**config.mk**
```make
export PLATFORM = sky130hd
export DESIGN_NAME = dirty_bank_ctrl
export DESIGN_NICKNAME = d
export VERILOG_FILES = /design/src/rtl/dirty_bank_ctrl.sv
export SDC_FILE = /design/constraint.sdc
export NUM_CORES = 1
export LEC_CHECK = 0
export CORE_MARGIN = 5
export CORE_UTILIZATION = 35
export CTS_CLUSTER_SIZE = 30
export DETAILED_ROUTE_END_ITERATION = 10
export HOLD_SLACK_MARGIN = 0.15
export PLACE_DENSITY_LB_ADDON = 0.15
export SLEW_MARGIN = 20
export SYNTH_ARGS = -nofsm -noshare
export SYNTH_HDL_FRONTEND = slang
export SYNTH_SLANG_ARGS = --single-unit
```
**constraint.sdc**
```tcl
create_clock -name clk -period 4.4 [get_ports clk]
set_clock_uncertainty 0.05 [all_clocks]
set_input_delay 0.88 -clock clk [delete_from_list [all_inputs] [get_ports clk]]
set_output_delay 0.88 -clock clk [all_outputs]
set_load 0.05 [all_outputs]
```
**src/rtl/dirty_bank_ctrl.sv**
```systemverilog
// Dirty-state tracker for a bank of NREG registers, plus a sequencer that walks the bank
// and requests a save of every DIRTY register. A write during a save keeps the register dirty.
module dirty_bank_ctrl #(
  parameter int NREG  = 8,
  parameter int IDX_W = 3
) (
  input  logic              clk,
  input  logic              rst_n,
  input  logic              pwr_off,
  input  logic [NREG-1:0]   ld_reg,
  input  logic [NREG-1:0]   rst_reg,
  input  logic              backup_en,
  output logic              backup_req,
  output logic [IDX_W-1:0]  backup_idx,
  input  logic              backup_ack,
  output logic              backup_busy,
  output logic              backup_done,
  output logic [2*NREG-1:0] dirty_val,
  output logic              dirty_any
);

  localparam logic [1:0] ST_CLEAN    = 2'b00;
  localparam logic [1:0] ST_DIRTY    = 2'b01;
  localparam logic [1:0] ST_READ     = 2'b10;
  localparam logic [1:0] ST_DIRTY_WR = 2'b11;

  typedef enum logic [1:0] {
    S_IDLE = 2'd0,
    S_SCAN = 2'd1,
    S_REQ  = 2'd2,
    S_DONE = 2'd3
  } seq_t;

  seq_t              seq_q, seq_d;
  logic [IDX_W-1:0]  ptr_q, ptr_d;
  logic [2*NREG-1:0] state_q, state_d;
  logic [NREG-1:0]   wr;
  logic              ptr_dirty, ptr_last, grant, ack_hit;

  assign wr        = ld_reg | rst_reg;
  assign ptr_dirty = (state_q[{ptr_q, 1'b0} +: 2] == ST_DIRTY);
  assign ptr_last  = (ptr_q == IDX_W'(NREG - 1));
  assign grant     = (seq_q == S_SCAN) && ptr_dirty;
  // An ack only counts while a request is actually outstanding.
  assign ack_hit   = (seq_q == S_REQ) && backup_ack;

  always_comb begin
    seq_d = seq_q;
    ptr_d = ptr_q;
    if (pwr_off) begin
      seq_d = S_IDLE;
      ptr_d = '0;
    end else begin
      case (seq_q)
        S_IDLE: if (backup_en) begin
          seq_d = S_SCAN;
          ptr_d = '0;
        end
        S_SCAN: begin
          if (ptr_dirty) begin
            seq_d = S_REQ;
          end else if (ptr_last) begin
            seq_d = S_DONE;
          end else begin
            ptr_d = ptr_q + 1'b1;
          end
        end
        S_REQ: if (backup_ack) begin
          if (ptr_last) begin
            seq_d = S_DONE;
          end else begin
            seq_d = S_SCAN;
            ptr_d = ptr_q + 1'b1;
          end
        end
        default: seq_d = S_IDLE;
      endcase
    end
  end

  always_comb begin
    state_d = state_q;
    for (int i = 0; i < NREG; i++) begin
      case (state_q[2*i +: 2])
        ST_CLEAN: begin
          if (wr[i]) state_d[2*i +: 2] = ST_DIRTY;
        end
        ST_DIRTY: begin
          if (grant && (ptr_q == IDX_W'(i))) state_d[2*i +: 2] = ST_READ;
        end
        ST_READ: begin
          if (ack_hit && (ptr_q == IDX_W'(i))) begin
            state_d[2*i +: 2] = wr[i] ? ST_DIRTY : ST_CLEAN;
          end else if (wr[i]) begin
            state_d[2*i +: 2] = ST_DIRTY_WR;
          end
        end
        default: begin
          // Newer data arrived after the save started, so the ack cannot clean it.
          if (ack_hit && (ptr_q == IDX_W'(i))) state_d[2*i +: 2] = ST_DIRTY;
        end
      endcase
    end
    if (pwr_off) state_d = '0;
  end

  always_ff @(posedge clk or negedge rst_n) begin
    if (!rst_n) begin
      seq_q   <= S_IDLE;
      ptr_q   <= '0;
      state_q <= '0;
    end else begin
      seq_q   <= seq_d;
      ptr_q   <= ptr_d;
      state_q <= state_d;
    end
  end

  always_comb begin
    dirty_any = 1'b0;
    for (int i = 0; i < NREG; i++) begin
      dirty_any = dirty_any | (|state_q[2*i +: 2]);
    end
  end

  assign dirty_val   = state_q;
  assign backup_idx  = ptr_q;
  assign backup_req  = (seq_q == S_REQ);
  assign backup_busy = (seq_q != S_IDLE);
  assign backup_done = (seq_q == S_DONE);

endmodule

```
==> run metrics, run 1 <==
cell-internal power=0.760 mW; Most used DFF post-synth=dfrtp_1; Die Height=91.7 um; r2r startpoint=seq_q[0]; Gate Count Post-Synth=277; crit path kind=flop to output port; drt total wl=6280 um; Fin Setup TNS=0 ns; DR WL/cell=15.9 um; total congestion overflow=0; post-cts resize count=0; Fin. Hold Viols=0; synthesized area=0.00233 sq mm; Initial Util=36.3%; ys async rst share=100%; CTS H-tree depth=1; Row Count=29; number of flops mapped to enable cells by yosys=0; Reg2Reg Depth=6; Antenna diodes=0; Worst Path Max Fanout=14; Die X=91.7 um; Peak VDD IR=0.243 mV; Req. time, crit path=3.47 ns; Comb pwr share=71.3%; max_slew headroom=62.8%; TritonCTS buffer count=3; initial DRC count=106; Sw Share=52.2%; Setup-failing EPs final=0; first-pass GRT wire length=10400 um; Max-Cap Viols=0; minimum clock period=3.17 ns; final worst slack=1.23 ns; Slew @ Worst Pin=0.551 ns; Core Region=0.00642 sq mm; Final period util=72.0%; worst slack, placed=1.31 ns; gpl congestion=0.815; RSZ-0062 raised after global routing=no; Max Slew Vio Count=0; Critical Path Start Type=flop; r2r setup slk=1.87 ns; total global-route track usage=15.0%; First-pass DRT Iterations=4; root buf cell=clkbuf_8; Hold Crit Class=input pin to async pin; vias in the first global route=2183; Mapped Nets=332; DRC violations left=0; Clock Sinks=21; largest net degree at the start of global routing=24; die area=0.00840 sq mm; post-DP HPWL=4790 um; Lkg Pwr=1.17 nW; Post-CTS Hold Buffers=0; layout cells sized above 1=6.27%; CTS tree=built; Routed Antenna Nets=0; Via Count=2242; YS warnings=0; nets=375; Seq/Total Area, Yosys=22.5%; clock network power share=8.5%; Synth cell types=49; clk slew on worst S/H paths=0.09 ns; status=complete, no violations; FF+latch count, synth=21; Area Overhead vs Synth=23.9%; pwr dens=550 mW/mm^2; Vias/cell=5.66; # IOs=44; worst skew pair latency=0.27 ns; sequential share of power=20.2%; Syn Area/Cell=8.42 sq um; FF-to-FF End=dirty_val[9]; port bufs=43; crit path capture type=output port; Longest Clk Path Bufs=2; Switch Pwr=0.829 mW; post-CTS setup buffers=0; crit path DAT=2.24 ns; initial antenna violation count=0; fmax=0.316 GHz
## critical path, stage by stage (launching register included)
cell and delay [ns]:
dfrtp_1 0.41, inv_1 0.15, ha_1 0.51, clkdlybuf4s50_1 0.90
## Yosys cell counts (2+ instances only)
library cell | n | area [sq um]
nor2b_1 | 9 | 56.3
mux2_1 | 2 | 22.5
ha_1 | 34 | 425
nand4_1 | 5 | 31.3
o211ai_1 | 3 | 22.5
and3_1 | 2 | 12.5
o22ai_1 | 7 | 43.8
a31oi_1 | 8 | 50.1
o41ai_1 | 4 | 35.0
o21ai_0 | 9 | 45.0
o31ai_1 | 6 | 45.0
nor3b_1 | 3 | 22.5
and2_1 | 2 | 12.5
a221o_1 | 2 | 20.0
nand2b_1 | 10 | 62.6
mux2i_1 | 2 | 20.0
nand2_1 | 15 | 56.3
a22o_1 | 4 | 35.0
or4_1 | 2 | 15.0
a21o_1 | 2 | 15.0
nor2_1 | 22 | 82.6
a21oi_1 | 22 | 110
a221oi_1 | 2 | 17.5
o221ai_1 | 2 | 17.5
o2bb2ai_1 | 4 | 35.0
inv_1 | 30 | 113
or3_1 | 3 | 18.8
or4b_2 | 4 | 40.0
dfrtp_1 | 21 | 526
nand4b_1 | 4 | 35.0
mux4_2 | 4 | 90.1
clkbuf_1 | 7 | 26.3
nand3_1 | 5 | 25.0
## cells by family (layout without fill, tap and decap cells)
family | count (synthesis) | count (layout) | synth area share, %
fa+ha+maj | 34 | 34 | 18.2
buf+inv | 38 | 80 | 6.11
compound gates | 84 | 84 | 25.3
mux | 9 | 9 | 6.17
simple gates | 91 | 91 | 21.7
flops | 21 | 21 | 22.5
## through the flow
stage / std cells / power (mW) / hold slack, ns / util [%] / instance area (sq um)
detailed placement: 392 / 1.46 / 0.548 / 44.4 / 2850
finish: 396 / 1.59 / 0.528 / 45.0 / 2890
floorplan: 277 / 1.14 / 0.506 / - / 2330
global route: 396 / 1.72 / 0.560 / 45.0 / 2890
CTS: 396 / 1.60 / 0.568 / 45.1 / 2900
global placement: 392 / 1.46 / 0.544 / 44.4 / 2850
## routing by layer
layer  part of all wire [%]  GRT usage [%]
met2                     47           25.1
met5                      0              0
met3                    4.4           2.78
met4                   0.46           2.39
met1                     49           20.5
## power groups by stage
stage          clock [mW]  sequential, mW  combinational [mW]
2_1_floorplan           0           0.458               0.685
4_1_cts             0.139           0.322                1.14
3_3_place_gp            0           0.325                1.13
3_5_place_dp            0           0.325                1.13
6_report            0.136           0.321                1.13
5_1_grt             0.148           0.333                1.24
## placed cells by master (no fill, tap or decap), types with 3 or more instances in the layout
cell,netlist,routed
clkbuf_8,0,3
nand3_1,5,5
or3_1,3,3
inv_1,30,30
mux4_2,4,4
o211ai_1,3,3
o31ai_1,6,6
o21ai_0,9,9
nand2_1,15,15
nor2b_1,9,9
a31oi_1,8,8
o22ai_1,7,7
clkdlybuf4s50_1,0,42
a22o_1,4,4
o2bb2ai_1,4,4
o41ai_1,4,4
ha_1,34,34
nor3b_1,3,3
nand4b_1,4,4
nand4_1,5,5
nor2_1,22,22
or4b_2,4,4
a21oi_1,22,22
dfrtp_1,21,21
nand2b_1,10,10
## area by class of cell
| cell class | instances | area [sq um] |
|---|---|---|
| clock inverters | 1 | 5.00 |
| fillers | 649 | 3530 |
| clock buffers | 3 | 41.3 |
| inverters | 31 | 116 |
| repair buffers | 45 | 440 |
| flip-flops and latches | 21 | 526 |
| well taps | 77 | 96.3 |
| multi-input cells | 218 | 1670 |
## registers in the layout, summed over array words and instances (netlist names)
| signal | cells |
|---|---|
| dirty_val | 16 |
| seq_q | 2 |
| backup_idx | 3 |
## how the worst max path moves through the flow
stage | to | start
3_5_place_dp | dirty_val[13] | backup_ack
2_1_floorplan | dirty_val[11] | seq_q[0]
4_1_cts | dirty_any | dirty_val[7]
5_1_grt | dirty_any | dirty_val[7]
6_report | backup_req | seq_q[0]
3_3_place_gp | dirty_val[9] | backup_ack
(Power assumes the default switching activity.)
==> run 2, diff against run 1 <==
clock period = 3.3 ns   (was 4.4 ns; I/O delays follow)
==> run metrics, run 2 (same netlist as run 1, synthesis figures left out) <==
initial antenna violation count=0 (unchanged); Core Region=0.00642 sq mm (unchanged); Inst Count DP=393 (+0.26%); Row Count=29 (unchanged); Sequential Area=526 sq um (unchanged); Longest Clk Path Bufs=2 (unchanged); Die Height=91.7 um (unchanged); total congestion overflow=0 (unchanged); fmax=0.336 GHz; max_slew headroom=62.5% (-0.29 points); Final Cell Area=0.00290 sq mm (+0.39%); Routed Antenna Nets=0 (unchanged); nets=376 (+0.27%); Max-Cap Viols=0 (unchanged); Switch Pwr=1.11 mW (+34%); post-DP HPWL=4860 um (+1.5%); Vias/cell=5.65 (-0.12%); largest net degree at the start of global routing=22 (-8.3%); Req. time, crit path=2.59 ns (-0.88 ns); Max Slew Vio Count=0 (unchanged); post-cts resize count=0 (unchanged); Initial Util=36.3% (unchanged); crit-path leading delay family=buffers and inverters; first-pass GRT wire length=10800 um (+3.6%); final core area utilization=45.2% (+0.18 points); post-route insts no fill=397 (+0.25%); DR WL/cell=16.0 um (+1.1%); Sw Share=52.2% (+0.071 points); clk slew on worst S/H paths=0.09 ns (about the same); worst-path cell chain=inv_1 -> ha_1 -> clkdlybuf4s50_1; port bufs=43 (unchanged); Post-CTS Hold Buffers=0 (unchanged); TritonCTS buffer count=3 (unchanged); CTS H-tree depth=1 (unchanged); First-pass DRT Iterations=4 (unchanged); die area=0.00840 sq mm (unchanged); Area Overhead vs Synth=24.3%; vias in the first global route=2242 (+2.7%); WP buf/inv=2 (unchanged); most frequent cells in the layout=clkdlybuf4s50_1 (43), ha_1 (34), inv_1 (30); crit path capture type=output port; Antenna diodes=0 (unchanged); DRC violations left=0 (unchanged); # IOs=44 (unchanged); worst slack, placed=0.433 ns (-0.882 ns); root buf cell=clkbuf_8; total power=2.13 mW (+34%); Slew @ Worst Pin=0.562 ns (+0.0113 ns); Fin. Hold Viols=0 (unchanged); dpl cell area=0.00286 sq mm (+0.26%); minimum clock period=2.98 ns; Via Count=2245 (+0.13%); Lkg Pwr=1.17 nW (+0.18%); Critical Path Start Type=flop; CTS tree=built; crit path DAT=2.27 ns (+0.03 ns); max reg flops=16 (unchanged); Fin Hold WS=0.563 ns (+0.0350 ns); post-CTS setup buffers=0 (unchanged); Setup-failing EPs final=0 (unchanged); final worst slack=0.325 ns (-0.909 ns); status=complete, no violations; Die X=91.7 um (unchanged); Fin Setup TNS=0 ns (unchanged); RSZ-0062 raised after global routing=no; Worst Path Max Fanout=14 (unchanged); Peak VDD IR=0.371 mV (+53%); commonest non-fill, non-tap cell in the layout=clkdlybuf4s50_1; cell-internal power=1.02 mW (+34%); Clock Sinks=21 (unchanged); slowest CP cell=clkdlybuf4s50_1; sequential share of power=20.0% (-0.2 points); initial DRC count=112 (+5.7%); Hold Crit Class=flop to flop; crit path kind=flop to output port; Final period util=90.2%; total global-route track usage=15.5% (+0.50 points); pwr dens=735 mW/mm^2 (+34%); area of the multi-input gates=0.00167 sq mm (unchanged); worst skew pair latency=0.26 ns (about the same); drt total wl=6370 um (+1.4%); gpl congestion=0.796 (-2.3%); layout cells sized above 1=5.94% (-0.33 points); Comb pwr share=71.5% (+0.2 points); clock network power share=8.5% (about the same); fillers=655 (+0.92%); max incr delay on CP=0.91 ns (about the same)
-- run 2: final cells by class --
class | instances | area share (%)
sequential | 21 | 18.1
clock buffer | 4 | 1.55
timing repair buffer | 46 | 15.6
inverter | 31 | 4.01
tap | 77 | 3.32
multi-input combinational | 218 | 57.4
-- run 2: final timing paths --
| check | start | endpoint | slack [ns] | cells past startpoint |
|---|---|---|---|---|
| worst min-delay path | seq_q[1] | seq_q[1] | 0.56 | 1 |
| worst max register to register | seq_q[0] | dirty_val[9] | 0.73 | 6 |
| worst max-delay path | seq_q[0] | backup_req | 0.32 | 3 |
| max in group asynchronous | rst_n | dirty_val[3] | 2.26 | 2 |
| worst min register to register | seq_q[1] | seq_q[1] | 0.56 | 1 |
| min in group asynchronous | rst_n | dirty_val[15] | 0.70 | 2 |
-- run 2: worst register-to-register path, delay by kind of cell, from the launching register on --
kind / cells / cell delay [ns]
AOI/OAI and AO/OA: 2 / 0.47
adders and majority gates: 1 / 0.54
buffers and inverters: 1 / 0.14
DFF: 1 / 0.41
and+or+nand+nor: 2 / 0.90
-- run 2: metal layers --
layer	track usage, %	wire length (um)	up-vias
met4	4.65	72	0
li1	-	-	1121
met2	25.1	2870	62
met5	0	0	-
met1	20.7	3040	1054
met3	3.27	381	8
-- run 2: power groups by stage --
stage | logic [mW] | clock network [mW] | registers, mW
after floorplan | 0.914 | 0 | 0.610
after global placement | 1.51 | 0 | 0.433
after detailed placement | 1.52 | 0 | 0.432
after CTS | 1.53 | 0.189 | 0.428
after global routing | 1.67 | 0.202 | 0.445
final | 1.52 | 0.181 | 0.427
==> run 3, diff against run 2 <==
GPL_ROUTABILITY_DRIVEN = 0   (was default)
==> results of run 3 <==
Same layout as run 2: the final DEF is identical, and so are final timing and power.
